## config.mk

```make
export PLATFORM = sky130hd
export DESIGN_NAME = tpu_result_drain
export DESIGN_NICKNAME = d
export VERILOG_FILES = /design/src/rtl/tpu_drain_pkg.sv /design/src/rtl/tpu_result_fifo.sv /design/src/rtl/tpu_result_drain.sv
export SDC_FILE = /design/constraint.sdc
export NUM_CORES = 1
export LEC_CHECK = 0
export CAP_MARGIN = 20
export CORE_UTILIZATION = 55
export CTS_BUF_LIST = sky130_fd_sc_hd__clkbuf_8 sky130_fd_sc_hd__clkbuf_16
export CTS_CLUSTER_DIAMETER = 40
export CTS_CLUSTER_SIZE = 30
export DETAILED_ROUTE_END_ITERATION = 7
export PLACE_DENSITY = 0.75
export SLEW_MARGIN = 15
export SYNTH_ARGS = -nofsm -noshare
export SYNTH_HDL_FRONTEND = slang
export SYNTH_SLANG_ARGS = --single-unit
```

## constraint.sdc

```tcl
create_clock -name clk -period 8.28 [get_ports clk]
set_input_delay 1.656 -clock clk [delete_from_list [all_inputs] [get_ports clk]]
set_output_delay 1.656 -clock clk [all_outputs]
set_load 0.01 [all_outputs]
```

## src/rtl/tpu_drain_pkg.sv

```systemverilog
// Shared defaults, derived widths and serializer state encoding for the TPU result drain.
package tpu_drain_pkg;

  // Index width that stays legal when a count collapses to 1.
  function automatic int idx_width(input int n);
    return (n > 1) ? $clog2(n) : 1;
  endfunction

  localparam int DEF_ARRAY_SIZE        = 8;
  localparam int DEF_OUTPUT_DATA_WIDTH = 16;
  localparam int DEF_OUT_BUS_WIDTH     = 32;
  localparam int DEF_FIFO_DEPTH        = 4;
  localparam int DEF_ADDR_WIDTH        = 6;

  localparam int ROW_W      = DEF_ARRAY_SIZE * DEF_OUTPUT_DATA_WIDTH;
  localparam int BEATS      = ROW_W / DEF_OUT_BUS_WIDTH;
  localparam int BEAT_IDX_W = idx_width(BEATS);

  typedef enum logic {
    ST_IDLE = 1'b0,
    ST_SEND = 1'b1
  } state_t;

endpackage

```

## src/rtl/tpu_result_fifo.sv

```systemverilog
// Synchronous row FIFO with extra wrap bit on each pointer; read data is the head entry, combinational.
// Zero latency to head; a push while full is taken only when a pop happens in the same cycle.
module tpu_result_fifo
  import tpu_drain_pkg::*;
#(
  parameter int WIDTH = 8,
  parameter int DEPTH = 4
) (
  input  logic             clk,
  input  logic             srstn,
  input  logic             i_push,
  input  logic [WIDTH-1:0] i_dat,
  input  logic             i_pop,
  output logic [WIDTH-1:0] o_dat,
  output logic             o_full,
  output logic             o_empty
);

  localparam int AW = idx_width(DEPTH);

  logic [WIDTH-1:0] r_mem [DEPTH];
  logic [AW:0]      r_wptr;
  logic [AW:0]      r_rptr;
  logic             w_do_push;
  logic             w_do_pop;

  assign o_empty   = (r_wptr == r_rptr);
  assign o_full    = (r_wptr[AW] != r_rptr[AW]) && (r_wptr[AW-1:0] == r_rptr[AW-1:0]);
  assign w_do_pop  = i_pop & ~o_empty;
  assign w_do_push = i_push & (~o_full | w_do_pop);
  assign o_dat     = r_mem[r_rptr[AW-1:0]];

  always_ff @(posedge clk) begin
    if (w_do_push) begin
      r_mem[r_wptr[AW-1:0]] <= i_dat;
    end
  end

  always_ff @(posedge clk or negedge srstn) begin
    if (!srstn) begin
      r_wptr <= '0;
      r_rptr <= '0;
    end else begin
      if (w_do_push) r_wptr <= r_wptr + (AW+1)'(1);
      if (w_do_pop)  r_rptr <= r_rptr + (AW+1)'(1);
    end
  end

endmodule

```

## src/rtl/tpu_result_drain.sv

```systemverilog
// Captures TPU result rows into a FIFO and serializes each row into bus beats; RESULT_RELU_EN clamps negative lanes at capture.
// Latency: row captured at edge t appears as beat 0 after edge t+1 (FIFO empty, serializer idle); 1 beat/cycle sustained.
// Backpressure: beat held stable while out_ready is low; rows arriving with the FIFO full and no pop are dropped (sticky overflow).
module tpu_result_drain
  import tpu_drain_pkg::*;
#(
  parameter int ARRAY_SIZE        = DEF_ARRAY_SIZE,
  parameter int OUTPUT_DATA_WIDTH = DEF_OUTPUT_DATA_WIDTH,
  parameter int OUT_BUS_WIDTH     = DEF_OUT_BUS_WIDTH,
  parameter int FIFO_DEPTH        = DEF_FIFO_DEPTH,
  parameter int ADDR_WIDTH        = DEF_ADDR_WIDTH,
  localparam int ROW_BITS         = ARRAY_SIZE * OUTPUT_DATA_WIDTH,
  localparam int NUM_BEATS        = ROW_BITS / OUT_BUS_WIDTH,
  localparam int BIDX_W           = idx_width(NUM_BEATS)
) (
  input  logic                     clk,
  input  logic                     srstn,
  input  logic                     row_wen_n,
  input  logic [ROW_BITS-1:0]      row_wdata,
  input  logic [ADDR_WIDTH-1:0]    row_waddr,
  input  logic                     tpu_done,
  output logic                     out_valid,
  input  logic                     out_ready,
  output logic [OUT_BUS_WIDTH-1:0] out_data,
  output logic [ADDR_WIDTH-1:0]    out_addr,
  output logic [BIDX_W-1:0]        out_beat,
  output logic                     out_last,
  output logic                     overflow,
  output logic                     drain_done
);

  localparam int ENT_W = ADDR_WIDTH + ROW_BITS;
  localparam logic [BIDX_W-1:0] LAST_BEAT = BIDX_W'(NUM_BEATS - 1);

  logic [ROW_BITS-1:0]   w_row_cap;
  logic [ENT_W-1:0]      w_fifo_rd;
  logic                  w_fifo_full;
  logic                  w_fifo_empty;
  logic                  w_wr_req;
  logic                  w_push;
  logic                  w_drop;
  logic                  w_pop;
  logic                  w_load;
  logic                  w_adv;
  logic                  w_clear;
  state_t                r_state;
  state_t                w_state_nxt;
  logic [ROW_BITS-1:0]   r_shift;
  logic [ADDR_WIDTH-1:0] r_addr;
  logic [BIDX_W-1:0]     r_beat;
  logic                  r_overflow;
  logic                  r_done_seen;
  logic                  r_drain_done;

`ifdef RESULT_RELU_EN
  for (genvar g = 0; g < ARRAY_SIZE; g++) begin : g_relu
    assign w_row_cap[g*OUTPUT_DATA_WIDTH +: OUTPUT_DATA_WIDTH] =
      row_wdata[g*OUTPUT_DATA_WIDTH + OUTPUT_DATA_WIDTH - 1] ? '0
                                                             : row_wdata[g*OUTPUT_DATA_WIDTH +: OUTPUT_DATA_WIDTH];
  end
`else
  assign w_row_cap = row_wdata;
`endif

  // A full FIFO still accepts a row when the serializer pops in the same cycle.
  assign w_wr_req = ~row_wen_n;
  assign w_push   = w_wr_req & (~w_fifo_full | w_pop);
  assign w_drop   = w_wr_req & w_fifo_full & ~w_pop;

  tpu_result_fifo #(
    .WIDTH (ENT_W),
    .DEPTH (FIFO_DEPTH)
  ) u_fifo (
    .clk     (clk),
    .srstn   (srstn),
    .i_push  (w_push),
    .i_dat   ({row_waddr, w_row_cap}),
    .i_pop   (w_pop),
    .o_dat   (w_fifo_rd),
    .o_full  (w_fifo_full),
    .o_empty (w_fifo_empty)
  );

  always_ff @(posedge clk or negedge srstn) begin
    if (!srstn) r_state <= ST_IDLE;
    else        r_state <= w_state_nxt;
  end

  always_comb begin
    w_state_nxt = r_state;
    w_pop       = 1'b0;
    w_load      = 1'b0;
    w_adv       = 1'b0;
    w_clear     = 1'b0;
    case (r_state)
      ST_IDLE: begin
        if (!w_fifo_empty) begin
          w_pop       = 1'b1;
          w_load      = 1'b1;
          w_state_nxt = ST_SEND;
        end
      end
      ST_SEND: begin
        if (out_ready) begin
          if (r_beat == LAST_BEAT) begin
            if (!w_fifo_empty) begin
              w_pop  = 1'b1;
              w_load = 1'b1;
            end else begin
              w_clear     = 1'b1;
              w_state_nxt = ST_IDLE;
            end
          end else begin
            w_adv = 1'b1;
          end
        end
      end
      default: w_state_nxt = ST_IDLE;
    endcase
  end

  // Registers are zeroed on return to idle so the bus reads 0 between rows.
  always_ff @(posedge clk or negedge srstn) begin
    if (!srstn) begin
      r_shift <= '0;
      r_addr  <= '0;
      r_beat  <= '0;
    end else if (w_load) begin
      r_shift <= w_fifo_rd[ROW_BITS-1:0];
      r_addr  <= w_fifo_rd[ENT_W-1 -: ADDR_WIDTH];
      r_beat  <= '0;
    end else if (w_adv) begin
      r_shift <= r_shift >> OUT_BUS_WIDTH;
      r_beat  <= r_beat + BIDX_W'(1);
    end else if (w_clear) begin
      r_shift <= '0;
      r_addr  <= '0;
      r_beat  <= '0;
    end
  end

  always_ff @(posedge clk or negedge srstn) begin
    if (!srstn) begin
      r_overflow   <= 1'b0;
      r_done_seen  <= 1'b0;
      r_drain_done <= 1'b0;
    end else begin
      r_overflow   <= r_overflow | w_drop;
      r_done_seen  <= r_done_seen | tpu_done;
      r_drain_done <= (r_done_seen | tpu_done) & w_fifo_empty & (r_state == ST_IDLE) & row_wen_n;
    end
  end

  assign out_valid  = (r_state == ST_SEND);
  assign out_data   = r_shift[OUT_BUS_WIDTH-1:0];
  assign out_addr   = r_addr;
  assign out_beat   = r_beat;
  assign out_last   = out_valid & (r_beat == LAST_BEAT);
  assign overflow   = r_overflow;
  assign drain_done = r_drain_done;

endmodule

```

==> summary.md <==
| Metric | Value |
|---|---|
| Status | `finished, final reports clean` |
| Leakage power | `0.01113 uW` |
| Placed cell count | `2474` |
| # rows | `82` |
| Complex-gate fraction of the synthesized area | `9.061%` |
| Max Slew Vio Count | `0` |
| Grt ovf | `0` |
| First drt pass iteration count | `7` |
| Final count of negative-setup-slack endpoints | `0` |
| GRT Total Usage | `25.26%` |
| Post-Synth Simple-Gate Area | `3.622%` |
| Initial Utilization | `55.71%` |
| Adder-cell share of the synthesized area | `0.2686%` |
| Sink Count | `682` |
| Footprint of the multi-input gates | `0.006812 mm^2` |
| Die height | `227.4 um` |
| Xor/xnor share of the synthesized area | `0.3492%` |
| Core ar. | `0.05017 mm^2` |
| H-Tree Depth | `3` |
| CP endpoint kind | `flop` |
| Hold path cells | `1` |
| Root Buffer | `clkbuf_16` |
| Power share of the sequential group | `41.7%` |
| Peak VDD IR | `220.5 uV` |
| Least-Margin Pin Slew | `1.073 ns` |
| Largest fanout on the critical path | `92` |
| Logic gate share of total power | `26.9%` |
| Main synth FF type | `edfxtp_1` |
| # DRC | `0` |
| Distinct cells, synth | `38` |
| CTS Hold Buffers Added | `0` |
| Fin Setup TNS | `0 ns` |
| Worst-Skew Late Latency | `0.63 ns` |
| Hold/Removal Path Class | `flop to flop` |
| Skew final | `0.02362 ns` |
| Full die area | `0.05172 mm^2` |
| Post-synthesis sequential area ratio | `70.66%` |
| Total power | `11990 uW` |
| Largest net degree at the start of global routing | `135` |
| Final Util | `65.63%` |
| Drt total wl | `64010 um` |
| CP Class | `primary input to flop` |
| Longest Clk Path Bufs | `3` |
| CP arrival | `4.63 ns` |
| Syn Area/Cell | `15.83 um^2` |
| Post-synthesis mux area share | `10.92%` |
| Sw Ratio | `31.68%` |
| Tmin final | `4.392 ns` |
| Period utilization | `53.04%` |
| Vias in the first global route | `16200` |
| Synth Register Bits | `682` |
| Drt initial violations | `1719` |
| Area growth, synth to finish | `17.81%` |
| First-pass GRT wire length | `96570 um` |
| Placer Congestion | `0.7948` |
| Via density | `6.192` |
| Initial antenna violation count | `2` |
| Slew HR | `28.46%` |
| Max-cap viol count | `0` |
| Clk pwr share | `31.4%` |
| I/O Pins | `183` |
| Synthesized area | `0.02795 mm^2` |
| Total net switching power | `3798 uW` |
| Post-route cell area | `0.03293 mm^2` |
| Fillers | `3312` |
| Register Area | `0.01976 mm^2` |
| Worst-path clk slew | `0.06 ns` |
| Post-CTS Setup Inserts | `0` |
| Die W | `227.4 um` |
| Max frequency | `0.2277 GHz` |
| Main combinational cell family by area after synthesis | `multiplexers` |
| DP HPWL | `36550 um` |
| Routed vias | `16310` |
| Fraction of layout cells with a size suffix above 1 | `16.93%` |
| Syn Inst Count | `1766` |
| Nets@finish | `2034` |
| Post-synth ARST share | `21.41%` |
| Worst Reg-to-Reg Cells | `5` |
| CP Data Required Time | `8.52 ns` |
| Mean routed wirelength per cell | `24.30 um` |
| Net count after synthesis | `1911` |
| TritonCTS clock tree | `built` |
| Int Pwr | `8192 uW` |
| IO Port Bufs | `182` |
| Non-Filler Instances | `2634` |
| Cell Pwr Density | `364.2 mW/mm^2` |
| Post-CTS Resized | `0` |
| EDFF count, synth | `536` |
| Area after DPL | `0.02993 mm^2` |
| CTS Buf Count | `84` |
| Yosys warns | `0` |
| Routed Antenna Nets | `0` |
| Startpoint types | `primary input` |
| Final Hold Vio Count | `0` |
| RSZ-0062 raised after global routing | `false` |
==> worst max-delay path, stage by stage <==
cell and delay (ns):
buf_6 0.52, a21boi_2 0.26, and4b_1 0.35, nor2_2 0.22, and2_4 0.74, buf_4 0.71
==> cell families (layout without fill, tap and decap cells) <==
family	after synthesis	count (layout)
other	0	1
DFF	682	682
AOI/OAI and AO/OA	372	372
buffers and inverters	306	501
and+or+nand+nor	257	257
adders and majority gates	6	6
muxes	137	137
xor gates and xnor gates	6	6
==> synthesized netlist by cell type, types with 3 or more instances <==
| cell type | n | share of area (%) |
|---|---|---|
| ha_1 | 6 | 0.27 |
| buf_6 | 10 | 0.40 |
| edfxtp_1 | 536 | 58 |
| o22ai_1 | 96 | 2.1 |
| nand2_1 | 238 | 3.2 |
| mux4_2 | 134 | 11 |
| clkbuf_1 | 74 | 0.99 |
| mux2_2 | 3 | 0.12 |
| dfrtp_1 | 146 | 13 |
| o311ai_1 | 130 | 4.1 |
| nor2_1 | 4 | 0.054 |
| inv_1 | 138 | 1.9 |
| clkbuf_2 | 7 | 0.13 |
| and2_1 | 4 | 0.090 |
| buf_1 | 14 | 0.19 |
| o21ai_1 | 54 | 0.97 |
| o311ai_0 | 5 | 0.16 |
| o21ai_0 | 82 | 1.5 |
| buf_2 | 15 | 0.27 |
| buf_4 | 48 | 1.3 |
==> routing by layer <==
| layer | GRT usage, % | share of wire (%) | wire, um | vias to the layer above |
|---|---|---|---|---|
| met1 | 34.60 | 40 | 25420 | 8278 |
| met4 | 9.201 | 3.2 | 2034 | 4 |
| li1 | - | - | - | 7085 |
| met2 | 39.92 | 49 | 31300 | 808 |
| met5 | 0 | 0.036 | 23 | - |
| met3 | 5.924 | 8.2 | 5237 | 135 |
==> placed cells by master, fill, tap and decap left out, types with 3 or more instances in the layout <==
master | Yosys | routed
and2_4 | 0 | 3
buf_4 | 48 | 21
bufinv_16 | 0 | 7
clkbuf_16 | 0 | 87
clkbuf_8 | 0 | 3
clkdlybuf4s50_1 | 0 | 180
clkinv_2 | 0 | 5
clkinv_4 | 0 | 8
clkinv_8 | 0 | 6
clkinvlp_4 | 0 | 10
dfrtp_1 | 146 | 143
dfrtp_4 | 0 | 3
edfxtp_1 | 536 | 536
ha_1 | 6 | 5
inv_1 | 138 | 143
inv_6 | 0 | 18
inv_8 | 0 | 6
mux2_2 | 3 | 3
mux4_2 | 134 | 134
nand2_1 | 238 | 238
nor2_1 | 4 | 3
o21ai_0 | 82 | 82
o21ai_1 | 54 | 54
o22ai_1 | 96 | 96
o311ai_0 | 5 | 5
o311ai_1 | 130 | 130
==> power by group through the flow <==
stage,combinational (uW),sequential (uW),clock [uW]
2_1_floorplan,2360,4960,0
3_3_place_gp,3170,5000,0
3_5_place_dp,3220,5050,0
4_1_cts,3250,5000,3810
5_1_grt,3470,5060,3940
6_report,3220,5000,3770
==> registers in the layout (all words and copies together) (netlist names), 2 cells and up <==
register and flops:
out_beat 2, u_fifo.r_rptr 3, u_fifo.r_wptr 3, r_shift 128
out_addr 6, u_fifo.r_mem 536
==> metrics by stage <==
step                      setup slack [ns]  hold WS (ns)
after CTS                            3.933        0.4755
after global placement               3.346        0.4574
final                                3.888        0.4647
after global routing                 3.767        0.4936
after floorplan                      2.143        0.4186
after detailed placement             3.297        0.4583
==> final timing paths <==
kind	startpoint	to	slack, ns
worst min-delay path	r_done_seen$_DFF_PN0_	r_done_seen$_DFF_PN0_	0.46
min in group asynchronous	srstn	r_shift[9]$_DFFE_PN0P_	1.08
worst max-delay path	out_ready	u_fifo.r_mem[1][104]$_DFFE_PP_	3.89
worst min register to register	r_done_seen$_DFF_PN0_	r_done_seen$_DFF_PN0_	0.46
max in group asynchronous	srstn	r_shift[66]$_DFFE_PN0P_	6.02
worst max register to register	out_valid$_DFF_PN0_	u_fifo.r_mem[1][104]$_DFFE_PP_	4.68
==> final cells by class <==
class,instances,area share [%]
Multi-Input combinational cell,778,20.69
Inverter,138,1.573
Antenna cell,1,0.007600
Timing Repair Buffer,205,6.164
Tap cell,672,2.554
Clock buffer,90,6.737
Sequential cell,682,60.01
Clock inverter,68,2.265
No activity file was read; power rests on OpenSTA's default activity.
